==> src/rtl/fetch_pkg.sv <==
// fetch_pkg: shared constants and types for the instruction fetch unit.
package fetch_pkg;
  localparam int FETCH_XLEN = 32;
  localparam logic [31:0] NOP_INSTR = 32'h0000_0013;
  typedef enum logic {RUN, DRAIN} fetch_state_e;
  typedef struct packed {
    logic [FETCH_XLEN-1:0] pc;
    logic [FETCH_XLEN-1:0] instr;
    logic                  misalign;
  } fetch_entry_t;
endpackage

==> src/rtl/fetch_fifo.sv <==
// fetch_fifo: synchronous FIFO with wrap-bit pointers, simultaneous push/pop and a synchronous clear.
module fetch_fifo #(
  parameter int DEPTH = 4,
  parameter int W = 32
) (
  input  logic                   clk,
  input  logic                   reset,
  input  logic                   clr,
  input  logic                   push,
  input  logic [W-1:0]           din,
  input  logic                   pop,
  output logic [W-1:0]           dout,
  output logic                   full,
  output logic                   empty,
  output logic [$clog2(DEPTH):0] count
);
  localparam int AW = $clog2(DEPTH);
  logic [W-1:0] r_mem [DEPTH];
  logic [AW:0] r_wptr, r_rptr;
  logic w_push, w_pop;
  assign count = r_wptr - r_rptr;
  assign empty = r_wptr == r_rptr;
  assign full = count[AW];
  assign w_pop = pop && !empty;
  assign w_push = push && (!full || w_pop);
  assign dout = r_mem[r_rptr[AW-1:0]];
  always_ff @(posedge clk or negedge reset) begin
    if (!reset) begin
      r_wptr <= '0;
      r_rptr <= '0;
    end else if (clr) begin
      r_wptr <= '0;
      r_rptr <= '0;
    end else begin
      if (w_push) r_wptr <= r_wptr + 1'b1;
      if (w_pop) r_rptr <= r_rptr + 1'b1;
    end
  end
  always_ff @(posedge clk) begin
    if (w_push) r_mem[r_wptr[AW-1:0]] <= din;
  end
endmodule

==> src/rtl/instr_fetch_unit.sv <==
// instr_fetch_unit: in-order imem fetch with tag queue, output FIFO, misalign side slot and flush drain.
// Optional FETCH_PERF_EN adds perf_fetched / perf_stall counters.
module instr_fetch_unit
  import fetch_pkg::*;
#(
  parameter int DEPTH = 4,
  parameter int XLEN = FETCH_XLEN
) (
  input  logic            clk,
  input  logic            reset,
  input  logic [XLEN-1:0] pc_addr,
  input  logic            pc_valid,
  output logic            pc_ready,
  input  logic            flush,
  output logic            imem_req_valid,
  input  logic            imem_req_ready,
  output logic [XLEN-1:0] imem_req_addr,
  input  logic            imem_rsp_valid,
  input  logic [XLEN-1:0] imem_rsp_data,
  output logic            if_valid,
  input  logic            if_ready,
  output logic [XLEN-1:0] if_pc,
  output logic [XLEN-1:0] if_instr,
  output logic            if_misalign
`ifdef FETCH_PERF_EN
  ,
  output logic [31:0]     perf_fetched,
  output logic [31:0]     perf_stall
`endif
);
  localparam int AW = $clog2(DEPTH);
  fetch_state_e r_state, w_state_nx;
  fetch_entry_t r_slot, w_fin, w_head;
  logic [AW:0] r_out, r_drop, w_tcnt, w_fcnt, w_inflight;
  logic [XLEN-1:0] w_tag;
  logic r_slot_v, w_issue, w_fire, w_rsp, w_mis, w_mis_take, w_slot_push, w_fpush;
  logic w_tfull, w_tempty, w_ffull, w_fempty, w_pop;
  assign w_mis = pc_addr[1:0] != 2'b00;
  assign w_rsp = imem_rsp_valid && r_out != '0;
  assign w_inflight = r_out - {{AW{1'b0}}, w_rsp};
  assign w_fire = imem_req_valid && imem_req_ready;
  assign w_mis_take = pc_valid && pc_ready && w_mis;
  assign w_slot_push = r_slot_v && r_out == '0 && !flush;
  assign w_fpush = (w_rsp && r_state == RUN && !flush) || w_slot_push;
  assign w_fin = w_slot_push ? r_slot : '{pc: w_tag, instr: imem_rsp_data, misalign: 1'b0};
  assign w_pop = if_valid && if_ready;
  always_ff @(posedge clk or negedge reset) begin
    if (!reset) r_state <= RUN;
    else r_state <= w_state_nx;
  end
  always_comb begin
    w_state_nx = r_state == RUN ? ((flush && w_inflight != '0) ? DRAIN : RUN)
                                : ((w_rsp && r_drop == (AW+1)'(1)) ? RUN : DRAIN);
  end
  always_comb begin
    w_issue = reset && r_state == RUN && !flush && !r_slot_v &&
              (({1'b0, r_out} + {1'b0, w_fcnt}) < (AW+2)'(DEPTH));
    pc_ready = w_issue && imem_req_ready;
    imem_req_valid = w_issue && pc_valid && !w_mis;
    imem_req_addr = reset ? {pc_addr[XLEN-1:2], 2'b00} : '0;
  end
  // drop_cnt tracks in-flight words owed to a flushed stream; it mirrors r_out while draining
  always_ff @(posedge clk or negedge reset) begin
    if (!reset) begin
      r_out <= '0;
      r_drop <= '0;
      r_slot_v <= 1'b0;
      r_slot <= '0;
    end else begin
      r_out <= r_out + {{AW{1'b0}}, w_fire} - {{AW{1'b0}}, w_rsp};
      r_drop <= r_state == RUN ? (flush ? w_inflight : '0) : r_drop - {{AW{1'b0}}, w_rsp};
      r_slot_v <= (flush || w_slot_push) ? 1'b0 : (r_slot_v || w_mis_take);
      if (w_mis_take) r_slot <= '{pc: pc_addr, instr: NOP_INSTR, misalign: 1'b1};
    end
  end
  fetch_fifo #(.DEPTH(DEPTH), .W(XLEN)) u_tagq (
    .clk(clk), .reset(reset), .clr(flush), .push(w_fire), .din(pc_addr),
    .pop(w_rsp && r_state == RUN), .dout(w_tag), .full(w_tfull), .empty(w_tempty), .count(w_tcnt)
  );
  fetch_fifo #(.DEPTH(DEPTH), .W($bits(fetch_entry_t))) u_outq (
    .clk(clk), .reset(reset), .clr(flush), .push(w_fpush), .din(w_fin),
    .pop(w_pop), .dout(w_head), .full(w_ffull), .empty(w_fempty), .count(w_fcnt)
  );
  assign if_valid = !w_fempty;
  assign if_pc = if_valid ? w_head.pc : '0;
  assign if_instr = if_valid ? w_head.instr : '0;
  assign if_misalign = if_valid && w_head.misalign;
`ifdef FETCH_PERF_EN
  always_ff @(posedge clk or negedge reset) begin
    if (!reset) begin
      perf_fetched <= '0;
      perf_stall <= '0;
    end else begin
      if (w_pop) perf_fetched <= perf_fetched + 32'd1;
      if (pc_valid && !pc_ready) perf_stall <= perf_stall + 32'd1;
    end
  end
`endif
  a_rsp_orphan: assert property (@(posedge clk) disable iff (!reset) !(imem_rsp_valid && r_out == '0));
  a_tag_track: assert property (@(posedge clk) disable iff (!reset) (r_state == RUN) |-> (w_tcnt == r_out));
  a_tag_nonempty: assert property (@(posedge clk) disable iff (!reset) !(w_rsp && r_state == RUN && w_tempty));
  a_tag_room: assert property (@(posedge clk) disable iff (!reset) !(w_fire && w_tfull));
  a_fifo_room: assert property (@(posedge clk) disable iff (!reset) !(w_fpush && w_ffull && !w_pop));
endmodule

==> config.mk <==
export PLATFORM = sky130hd
export DESIGN_NAME = instr_fetch_unit
export DESIGN_NICKNAME = d
export VERILOG_FILES = /design/src/rtl/fetch_pkg.sv /design/src/rtl/fetch_fifo.sv /design/src/rtl/instr_fetch_unit.sv
export SDC_FILE = /design/constraint.sdc
export NUM_CORES = 1
export LEC_CHECK = 0
export ABC_AREA = 1
export CAP_MARGIN = 20
export CORE_ASPECT_RATIO = 0.8
export CORE_MARGIN = 4
export CORE_UTILIZATION = 48
export CTS_CLUSTER_DIAMETER = 200
export DETAILED_ROUTE_END_ITERATION = 16
export PLACE_DENSITY = 0.72
export SETUP_SLACK_MARGIN = 0.4
export SYNTH_ARGS = -nofsm -noshare
export SYNTH_HDL_FRONTEND = slang
export SYNTH_SLANG_ARGS = --single-unit
==> constraint.sdc <==
create_clock -name clk -period 14.25 [get_ports clk]
set_input_delay 3.5625 -clock clk [delete_from_list [all_inputs] [get_ports clk]]
set_output_delay 3.5625 -clock clk [all_outputs]
set_load 0.05 [all_outputs]
Word level (Yosys, flattened, before mapping). Memories as Yosys holds them, arrays and structs flattened. Cells that the tools add are included.

Bits in registers: 54. Bits in latches: 0. RAM bits: 388. Memory bits (read-only): 0. Input bits: 71. Memories kept: 2.

Memories: u_outq.r_mem (words 4, bits a word 65, rd ports 1, clocked after memory_dff 0, write ports 1, RTL line fetch_fifo.sv:18) `logic [W-1:0] r_mem [DEPTH];`; u_tagq.r_mem (words 4, bits a word 32, rd ports 1, clocked after memory_dff 0, write ports 1, RTL line fetch_fifo.sv:18).

$add $sub $neg: 11. Multiply operators: 0. Div/mod/pow operators: 0. Order comparisons: 1. Eq/ne operators: 3. Shift operators: 0. Multiplexer cells: 22. Bitwise operators: 1. Reductions and logical operators: 43.

Operators with widths (number): $mux 32 (3); $mux 65 (1); $mux 3 (10); $logic_and 1x1->1 (23); $add 3x1->3 const B (4); $reduce_bool 2->1 (5); $sub 3x1->3 (3); $mux 1 (8); $logic_not 1->1 (7); $eq 3x3->1 (2); $reduce_bool 3->1 (2); $sub 3x3->3 (2); $logic_or 1x1->1 (5); $add 3x3->4 (1); $lt 4x3->1 const B (1); $add 3x1->3 (1); $eq 3x1->1 const B (1); $logic_not 3->1 (1); $not 1->1 (1).

Longest topological paths before layout.
Depth after elaboration: 11. Mapped depth: 21.

Modules after synthesis. From an unflattened synthesis, not the netlist that was laid out.

Cells, all modules: 1665. Area, all modules: 19341.0 sq um.

By module, submodules not included: fetch_fifo (u_outq) (instances 1, cells an instance 692, area each 10706.5 sq um); fetch_fifo (u_tagq) (instances 1, cells an instance 373, area each 5216.3 sq um); instr_fetch_unit (instances 1, cells an instance 600, area each 3418.3 sq um).

Worst setup path before layout. Ideal clock, no wire load.

Path kind: input to output. Start: input port flush. End: output port imem_req_valid. Arrival time: 4.498 ns. Setup slack: 6.189 ns. Stages: 5. Cell sequence: nor2_1 nand2_1 nor2_1 nand2_1 nor2_1.

Word-level cells in the longest chain between the ends: 6.

RTL lines: start: declaration (RTL line instr_fetch_unit.sv:14) `input logic flush,`; $logic_not 1->1 (RTL line instr_fetch_unit.sv:56) `w_issue = reset && r_state == RUN && !flush && !r_slot_v &&`; $logic_and 1x1->1 (3 in series) (RTL line instr_fetch_unit.sv:56); $logic_and 1x1->1 (2 in series) (RTL line instr_fetch_unit.sv:59) `imem_req_valid = w_issue && pc_valid && !w_mis;`; end: declaration (RTL line instr_fetch_unit.sv:15) `output logic imem_req_valid,`.

Every way passes these cells.

Final worst setup path.
Start: input port reset. End: output port imem_req_addr[7].

Word-level cells in the longest chain between the ends: 1.

RTL lines: start: declaration (RTL line instr_fetch_unit.sv:10) `input logic reset,`; $mux 32 (RTL line instr_fetch_unit.sv:60) `imem_req_addr = reset ? {pc_addr[XLEN-1:2], 2'b00} : '0;`; end: declaration (RTL line instr_fetch_unit.sv:17) `output logic [XLEN-1:0] imem_req_addr,`.

Every way passes these cells.

==> summary.txt <==
STA
  – Slew margin rel.: 0.286
  – Setup TNS: 0 ps
  – Least-Margin Pin Slew: ~1100 ps
  – RSZ-0062 raised after global routing: no
  – Fmax achieved: 109 MHz
  – WHS: roughly 480 ps
  – Final period utilization: 0.643
  – Minimum clock period: 9170 ps
  – Final Hold Fails: 0
  – Final worst setup slack: 5080 ps
  – Final max-slew violation count: 0
  – Setup violators final: 0
  – Clock Skew: roughly 21 ps

Setup path
  – Worst-path maximum fanout: 54
  – CP top delay family: buffers and inverters
  – Startpoint Class: input pin
  – Worst path most repeated cell: buf_4
  – Slowest CP cell: clkdlybuf4s50_1
  – Buffers plus inverters on the worst setup path: 4
  – CP arrival: 5600 ps
  – CP Data Required Time: 10,690 ps
  – Worst path cell trace: buf_4 -> buf_4 -> nand2_1 -> inv_1 -> clkdlybuf4s50_1
  – Crit-path max cell delay: 800 ps
  – Critical Path End Type: output pin
  – Kind of critical path: input pin to output pin

Die
  – Die Ht: approximately 180 um
  – Core ar.: 38,100 um^2
  – Num rows: 64
  – Starting Density: 0.486
  – Die area: 41,800 um^2
  – Io pins: 171
  – Die width: 228 um

Detailed routing
  – Drt drc: 0
  – DRT iter0 DRCs: between 700 and 800
  – Routed Wire Length: 41.5 mm
  – Drt first pass iters: 5
  – Via/cell ratio: 5.22
  – Antenna viol nets, final: 0
  – Wire per inst: 17.9 um
  – Total number of vias: 12,100

Global route
  – Largest net degree at the start of global routing: 77
  – Gr usage total: 0.195
  – First-pass GRT wire length: 63.8 mm
  – Initial antenna violation count: 2
  – Vias in the first global route: between 10,000 and 15,000
  – Total grt overflow: 0

Place
  – Pre-CTS WS: approximately 5000 ps
  – Detail Placement HPWL: about 24 mm
  – Routability congestion estimate: 0.755
  – Cell area after placement: a little over 20,000 um^2
  – Port Buffers: 168

Hold path
  – Hold Path Class: flop to flop

Clock tree
  – CTS root buffer: clkbuf_16
  – Num CTS Buffers: 43
  – Later-pin clock latency in the skew report: 550 ps
  – Hold_buf cts: 0
  – Longest Clk Path Bufs: 3
  – CTS sink cnt: ~440
  – Clock transition at path regs: 60 ps
  – CTS resizes: 0
  – CTS tree: done
  – H-tree depth: 2
  – Post-CTS Setup Bufs: 0

Pwr
  – Total power: 4450 uW
  – Pwr Density: 203 nW/um^2
  – Peak VDD IR: 0.197 mV
  – Static leakage: 0.00832 uW

Logic synthesis
  – Mapped Avg Cell Area: between 10 and 15 um^2
  – Share of the yosys chip area belonging to registers: 0.701
  – Synth top area cells: edfxtp_1 (63%), nor2_1 (8.9%), dfrtp_1 (7.2%)
  – Yosys top cell area share: 0.630
  – Library cells used by synthesis: 34
  – Syn Inst Count: ~1,600
  – Synth warnings: 0
  – Seq cells post-synth: 441
  – Post-Syn Area: 18,500 um^2
  – Yosys top cell by area: edfxtp_1

Finish
  – Fin nets: around 1,900
  – Diodes inserted: 0
  – Post-route cell area: 21,900 um^2
  – P&R area growth vs syn: 18.6%
  – Fraction of layout cells with a size suffix above 1: 0.0753
  – Fillcell total: 3,053

Flow run
  – Max Cap Violations: 0

Status
  – Status: completed
[synthesized netlist by cell type, drive strengths merged]
library cell,n
a211oi,1
buf,54
o21ai,232
clkbuf,39
a21oi,67
nand4,5
o22ai,2
dfrtp,53
a31oi,32
xor2,5
ha,22
xnor2,2
conb,1
o31ai,1
edfxtp,388
nor3,1
a21boi,1
inv,134
fa,2
nand2,136
nor2,442
nand3,21
clkinv,2
[per-stage QoR]
| stage | cells | util |
|---|---|---|
| finish | 2314 | 0.576 |
| global route | 2314 | 0.576 |
| CTS | 2311 | 0.574 |
| detailed placement | 2232 | 0.539 |
| global placement | 2232 | 0.539 |
| floorplan | 1644 | - |
[cell families after synthesis]
group	synth area share
AOI/OAI and AO/OA	0.100
xor gates and xnor gates	0.00331
adders and majority gates	0.0170
buffers and inverters	0.0515
DFF	0.701
other	0.000203
and+or+nand+nor	0.127
[sequential cells by signal (all words and copies together) (netlist names)]
register and count:
r_out 3, u_outq.r_mem 260, u_tagq.r_wptr 3, u_outq.r_wptr 3, r_slot 33, u_outq.r_rptr 3
r_state 1, r_drop 3, r_slot_v 1, u_tagq.r_mem 128, u_tagq.r_rptr 3
[per-layer routing]
layer | track usage | part of all wire | vias to the layer above
met4 | 0.0477 | 0.018 | 4
met5 | 0 | 0.00065 | -
met3 | 0.0356 | 0.058 | 63
li1 | - | - | 5869
met2 | 0.322 | 0.47 | 330
met1 | 0.274 | 0.46 | 5822
[layout by cell type, fill, tap and decap left out, types with 3 or more instances in the layout]
cell	instances
o21ai_2	30
nor2_4	4
inv_2	5
nand2_1	135
nor2_2	6
a31oi_1	32
clkinv_2	9
o21ai_0	202
nor2_1	432
nand4_1	3
clkdlybuf4s50_1	167
inv_1	128
dfrtp_1	50
a21oi_1	66
edfxtp_1	388
clkinv_1	8
nand3_1	20
ha_1	22
buf_4	19
xor2_1	5
clkbuf_1	13
clkbuf_16	44
[final timing paths]
kind,from,to,slack [ps],cells after the start
setup / recovery,reset,imem_req_addr[7],5080,5
hold / removal,r_slot[0]$_DFFE_PN0P_,r_slot[0]$_DFFE_PN0P_,480,2
setup reg to reg,u_outq.r_rptr[0]$_DFFE_PN0P_,u_tagq.r_mem[1][4]$_DFFE_PP_,8970,17
hold reg to reg,r_slot[0]$_DFFE_PN0P_,r_slot[0]$_DFFE_PN0P_,480,2
max in group asynchronous,reset,r_slot[36]$_DFFE_PN0P_,10300,2
min in group asynchronous,reset,r_slot[58]$_DFFE_PN0P_,2960,1
[power breakdown]
group | internal, uW | total (uW) | switching [uW]
combinational | 511 | 1790 | 1270
clock | 599 | 1060 | 460
sequential | 1540 | 1600 | 63.6
[worst min-delay path, cell delays in order, from the launching register on]
cell	delay, ps
dfrtp_1	320
inv_1	60
nand2_1	60
[layout make-up]
| type | count | area (um^2) | area share |
|---|---|---|---|
| multi-input cells | 974 | 4630 | 0.211 |
| repair buffers | 189 | 1880 | 0.0858 |
| inverters | 136 | 513 | 0.0234 |
| flip-flops and latches | 441 | 13000 | 0.592 |
| clock inverters | 20 | 141 | 0.00644 |
| clock buffers | 59 | 1180 | 0.0537 |
| well taps | 495 | 619 | 0.0282 |
(Power assumes the default switching activity.)
